--- config.mk ---
export PLATFORM = sky130hd
export DESIGN_NAME = button_emulator
export DESIGN_NICKNAME = d
export VERILOG_FILES = /design/src/rtl/button_emulator.sv
export SDC_FILE = /design/constraint.sdc
export NUM_CORES = 1
export LEC_CHECK = 0
export ABC_CLOCK_PERIOD_IN_PS = 2800
export CAP_MARGIN = 15
export CORE_UTILIZATION = 56
export CTS_CLUSTER_SIZE = 8
export DETAILED_ROUTE_END_ITERATION = 10
export PLACE_DENSITY = 0.77
export SLEW_MARGIN = 25
export SYNTH_ARGS = -nofsm -noshare
export SYNTH_HDL_FRONTEND = slang
export SYNTH_SLANG_ARGS = --single-unit
--- constraint.sdc ---
create_clock -name clk -period 2.8 [get_ports clk]
set_clock_uncertainty 0.1 [all_clocks]
set_input_delay 0.42 -clock clk [delete_from_list [all_inputs] [get_ports clk]]
set_output_delay 0.42 -clock clk [all_outputs]
set_load 0.005 [all_outputs]
--- src/rtl/button_emulator.sv ---
// ============================================================================
// Module   : button_emulator
// Purpose  : Emulates press/release cycles on two push-button lines, with a
//            one-entry request buffer. Define CHATTER_EMU_EN to add
//            contact-bounce chatter around each press.
// Revision : 1.0 - initial release
// ============================================================================
`default_nettype none

module button_emulator #(
    parameter int HOLD_CYCLES   = 40,
    parameter int GAP_CYCLES    = 40,
    parameter int BOUNCE_PHASES = 4,
    parameter int BOUNCE_PERIOD = 2
) (
    input  logic clk,
    input  logic reset,
    input  logic req,
    input  logic sel,
    output logic btn0,
    output logic btn1,
    output logic busy,
    output logic done,
    output logic drop
);

    generate
        if (HOLD_CYCLES < 1 || HOLD_CYCLES > 255 ||
            GAP_CYCLES < 1 || GAP_CYCLES > 255 ||
            BOUNCE_PHASES < 2 || BOUNCE_PHASES > 16 || (BOUNCE_PHASES % 2) != 0 ||
            BOUNCE_PERIOD < 1 || BOUNCE_PERIOD > 15) begin : g_bad_params
            $error("button_emulator: parameter out of legal range");
        end
    endgenerate

    localparam logic [7:0] c_HOLD_LAST = 8'(HOLD_CYCLES - 1);
    localparam logic [7:0] c_GAP_LAST  = 8'(GAP_CYCLES - 1);

`ifdef CHATTER_EMU_EN
    localparam logic [7:0] c_PH_LAST  = 8'(BOUNCE_PHASES - 1);
    localparam logic [3:0] c_PER_LAST = 4'(BOUNCE_PERIOD - 1);

    typedef enum logic [2:0] {
        IDLE       = 3'd0,
        BOUNCE_ON  = 3'd1,
        HOLD       = 3'd2,
        BOUNCE_OFF = 3'd3,
        GAP        = 3'd4
    } state_t;

    localparam state_t c_FIRST     = BOUNCE_ON;
    localparam state_t c_POST_HOLD = BOUNCE_OFF;

    logic [3:0] sub_q, sub_d;
`else
    typedef enum logic [2:0] {
        IDLE = 3'd0,
        HOLD = 3'd2,
        GAP  = 3'd4
    } state_t;

    localparam state_t c_FIRST     = HOLD;
    localparam state_t c_POST_HOLD = GAP;
`endif

    state_t     state_q, state_d;
    logic [7:0] cnt_q, cnt_d;
    logic       sel_q, sel_d;
    logic       pend_v_q, pend_v_d;
    logic       pend_sel_q, pend_sel_d;
    logic       drop_d;
    logic       btn0_q, btn1_q, busy_q, done_q, drop_q;
    logic       w_gap_last;
    logic       w_start;
    logic       w_start_sel;
    logic       w_level;

    always_comb begin
        state_d     = state_q;
        cnt_d       = cnt_q;
        sel_d       = sel_q;
        pend_v_d    = pend_v_q;
        pend_sel_d  = pend_sel_q;
        drop_d      = 1'b0;
        w_start     = 1'b0;
        w_start_sel = 1'b0;
        w_level     = 1'b0;
`ifdef CHATTER_EMU_EN
        sub_d       = sub_q;
`endif
        w_gap_last  = (state_q == GAP) && (cnt_q == c_GAP_LAST);

        // A consumed buffer is refilled by a same-cycle request instead of dropping it.
        if (pend_v_q && (state_q == IDLE || w_gap_last)) begin
            w_start     = 1'b1;
            w_start_sel = pend_sel_q;
            pend_v_d    = req;
            if (req) pend_sel_d = sel;
        end else if (req && state_q == IDLE) begin
            w_start     = 1'b1;
            w_start_sel = sel;
        end else if (req) begin
            if (!pend_v_q) begin
                pend_v_d   = 1'b1;
                pend_sel_d = sel;
            end else begin
                drop_d = 1'b1;
            end
        end

        case (state_q)
            IDLE: ;
`ifdef CHATTER_EMU_EN
            BOUNCE_ON, BOUNCE_OFF: begin
                if (sub_q == c_PER_LAST) begin
                    sub_d = 4'd0;
                    if (cnt_q == c_PH_LAST) begin
                        state_d = (state_q == BOUNCE_ON) ? HOLD : GAP;
                        cnt_d   = 8'd0;
                    end else begin
                        cnt_d = cnt_q + 8'd1;
                    end
                end else begin
                    sub_d = sub_q + 4'd1;
                end
            end
`endif
            HOLD: begin
                if (cnt_q == c_HOLD_LAST) begin
                    state_d = c_POST_HOLD;
                    cnt_d   = 8'd0;
`ifdef CHATTER_EMU_EN
                    sub_d   = 4'd0;
`endif
                end else begin
                    cnt_d = cnt_q + 8'd1;
                end
            end
            GAP: begin
                if (w_gap_last) begin
                    state_d = IDLE;
                    cnt_d   = 8'd0;
                end else begin
                    cnt_d = cnt_q + 8'd1;
                end
            end
            default: begin
                state_d = IDLE;
                cnt_d   = 8'd0;
            end
        endcase

        if (w_start) begin
            state_d = c_FIRST;
            cnt_d   = 8'd0;
            sel_d   = w_start_sel;
`ifdef CHATTER_EMU_EN
            sub_d   = 4'd0;
`endif
        end

        // Rising chatter begins high, falling chatter begins low.
        case (state_d)
            HOLD:       w_level = 1'b1;
`ifdef CHATTER_EMU_EN
            BOUNCE_ON:  w_level = ~cnt_d[0];
            BOUNCE_OFF: w_level = cnt_d[0];
`endif
            default:    w_level = 1'b0;
        endcase
    end

    always_ff @(posedge clk or posedge reset) begin
        if (reset) begin
            state_q    <= IDLE;
            cnt_q      <= 8'd0;
            sel_q      <= 1'b0;
            pend_v_q   <= 1'b0;
            pend_sel_q <= 1'b0;
            btn0_q     <= 1'b0;
            btn1_q     <= 1'b0;
            busy_q     <= 1'b0;
            done_q     <= 1'b0;
            drop_q     <= 1'b0;
`ifdef CHATTER_EMU_EN
            sub_q      <= 4'd0;
`endif
        end else begin
            state_q    <= state_d;
            cnt_q      <= cnt_d;
            sel_q      <= sel_d;
            pend_v_q   <= pend_v_d;
            pend_sel_q <= pend_sel_d;
            btn0_q     <= w_level & ~sel_d;
            btn1_q     <= w_level & sel_d;
            busy_q     <= (state_d != IDLE);
            done_q     <= (state_d == GAP) && (cnt_d == c_GAP_LAST);
            drop_q     <= drop_d;
`ifdef CHATTER_EMU_EN
            sub_q      <= sub_d;
`endif
        end
    end

    assign btn0 = btn0_q;
    assign btn1 = btn1_q;
    assign busy = busy_q;
    assign done = done_q;
    assign drop = drop_q;

endmodule

`default_nettype wire

==> run metrics <==
clock sink count=19; hold path startpoint=sel_q; setup_tns=0 ns; gr usage total=25.60%; CTS tree=built; Area Growth Syn to Fin=11.94%; pre-CTS setup slack=0.3747 ns; DRT antenna net count=0; min-delay worst type=register to register; Leak Pwr=0.0005183 uW; power share of the clock group=22.1%; hold depth=1; CTS Buffer Depth=2; CTS Root Buffer Type=clkbuf_4; CTS buffer count=3; critical path cell sequence=ha_1, nand3b_1, o41ai_1, buf_4, nand2_1, a21oi_1, mux2_2; Ports=9; average vias per placed instance=6.135; post-synthesis cell type count=44; Max-Cap Viols=0; hold violation total from the final report=0; RR Endpoint=pend_sel_q; Hold Path End=btn0; most frequent cells in the layout=dfrtp_1, nor2_1, clkdlybuf4s50_1; GRT overflow=0; die width=46.12 um; Post-synth EDFFs=0; Synth warnings=0; RSZ-0062 raised after global routing=false; Setup violations, final=0; fmax=403.8 MHz; Post-Syn Nets=118; Die Height=46.12 um; commonest register cell after synthesis=dfrtp_1; initial antenna violation count=0; CP Class=register to register; Syn Area/Cell=9.644 sq um; core area=0.001783 sq mm; outcome=completed; DIE AREA=0.002127 sq mm; layout cells sized above 1=10.57%; Mapped Area=0.001090 sq mm; Pwr Total=622.0 uW; Int Power=437.4 uW; Final Max Tran Viols=0; FF-to-FF Start=cnt_q[0]; most common cell after layout, fill and taps aside=dfrtp_1; total iterations of the first detailed-routing run=4; Logic pwr share=23.3%; switching part of the total power=29.69%; number of global-route vias before repair=836; site row count=15; ANT cells=0; largest net degree at the start of global routing=20; Post-CTS Setup Repair Bufs=0; register area share after synthesis=43.63%; CTS Hold Bufs=0; Nets=129; initial detailed-routing violation count=30; via count=908; clk slew on worst S/H paths=0.11 ns; CP Launch Type=register; Rel. slew slack=51.58%; NetSw=184.7 uW; worst slew pin tran=0.7254 ns; Reg power frac=54.6%; cell count after synthesis=113; clk_lat worst skew=0.29 ns; Tcrit/Tclk final=88.45%; H-tree Lvls=1; Wirelength per Cell=15.56 um; FF-to-FF setup slack=0.32 ns; shortest period the worst path allows=2.477 ns; arrival time worst endpoint=2.56 ns; Slowest-stage cell, CP=dfrtp_1; Worst Slack Setup Final=0.3234 ns; drt total wl=2303 um; CTS resizes=0; drt drc=0; CP peak stage delay=0.48 ns; Port-buffer cells=8; Util after Layout=68.42%; Routability Congestion=0.8881; Required @ worst endpoint=2.89 ns; P per Cell Area=509.9 mW/mm^2; Peak supply drop=0.0004152 V; Starting Density=61.12%; register bit total from synthesis=19; DP Wirelength=1700 um; crit-path max FO=8; critical path capture point type=register; first-pass GRT wire length=3795 um; worst r2r path cells=7; fraction of registers with async set/reset=100.0%
## power by group through the flow
stage          sequential (uW)  combinational [uW]  clock (uW)
2_1_floorplan              333                 101           0
3_3_place_gp               344                 142           0
3_5_place_dp               346                 144           0
4_1_cts                    340                 145         141
5_1_grt                    346                 159         153
6_report                   340                 145         137
## critical path: cells and delay by family, from the launching register on
kind / cells / cell delay, ns
muxes: 1 / 0.34
adders and majority gates: 1 / 0.35
DFF: 1 / 0.48
buffers and inverters: 1 / 0.22
AOI/OAI and AO/OA: 2 / 0.62
and+or+nand+nor: 2 / 0.26
## kinds of logic (layout without fill, tap and decap cells)
kind of cell / count (synthesis) / count (layout) / share of synthesized area [%]
AO/OA/AOI/OAI: 32 / 32 / 21.47
adder cells (fa/ha/maj): 1 / 1 / 1.148
AND/OR/NAND/NOR: 44 / 44 / 23.19
multiplexers: 3 / 3 / 2.870
buffers and inverters: 9 / 19 / 4.132
flip-flops: 19 / 19 / 43.63
other: 1 / 1 / 0.3441
XOR/XNOR: 4 / 4 / 3.214
## cell usage after synthesis (3+ instances only)
| cell | number | share of area [%] |
|---|---|---|
| o21a_1 | 3 | 2.1 |
| nor3_1 | 5 | 2.3 |
| nand2_1 | 7 | 2.4 |
| nand3_1 | 4 | 1.8 |
| buf_2 | 3 | 1.4 |
| o21ai_0 | 7 | 3.2 |
| a21oi_1 | 5 | 2.3 |
| xor2_1 | 4 | 3.2 |
| inv_1 | 4 | 1.4 |
| nand2b_1 | 3 | 1.7 |
| nor2_1 | 9 | 3.1 |
| dfrtp_1 | 19 | 44 |
## per-stage QoR
| stage | hold WS [ns] | std cells | instance area (sq um) |
|---|---|---|---|
| after global routing | 0.3965 | 148 | 1220 |
| final | 0.3662 | 148 | 1220 |
| after detailed placement | 0.3588 | 144 | 1194 |
| after CTS | 0.3740 | 148 | 1220 |
| after floorplan | 0.2711 | 113 | 1090 |
| after global placement | 0.3412 | 144 | 1194 |
## area by class of cell
class	count	area [sq um]
multi-input cells	85	569.3
fillers	141	563.0
flip-flops and latches	19	475.5
repair buffers	11	102.6
well taps	25	31.28
clock buffers	4	26.28
inverters	4	15.01
## routing by layer
metal  track usage [%]  up-vias  wire (um)
met4             8.235        0         48
met1             36.75      425       1008
met2             37.46       45       1070
met3             6.667        8        175
li1                  -      430          -
met5                 0        -          0
## state kept, by name (all words and copies together), names as in the netlist
name and count:
busy 1, sel_q 1, drop 1, state_q 3, btn1 1, done 1
pend_v_q 1, btn0 1, cnt_q 8, pend_sel_q 1
## worst max path at each step
stage | from | to | depth (start not counted)
6_report | cnt_q[0] | pend_sel_q | 7
3_3_place_gp | cnt_q[0] | pend_sel_q | 7
5_1_grt | cnt_q[0] | done | 6
2_1_floorplan | cnt_q[0] | pend_sel_q | 7
3_5_place_dp | cnt_q[0] | pend_sel_q | 7
4_1_cts | cnt_q[0] | pend_sel_q | 7
Note: power is estimated with default switching activity, not from simulation.
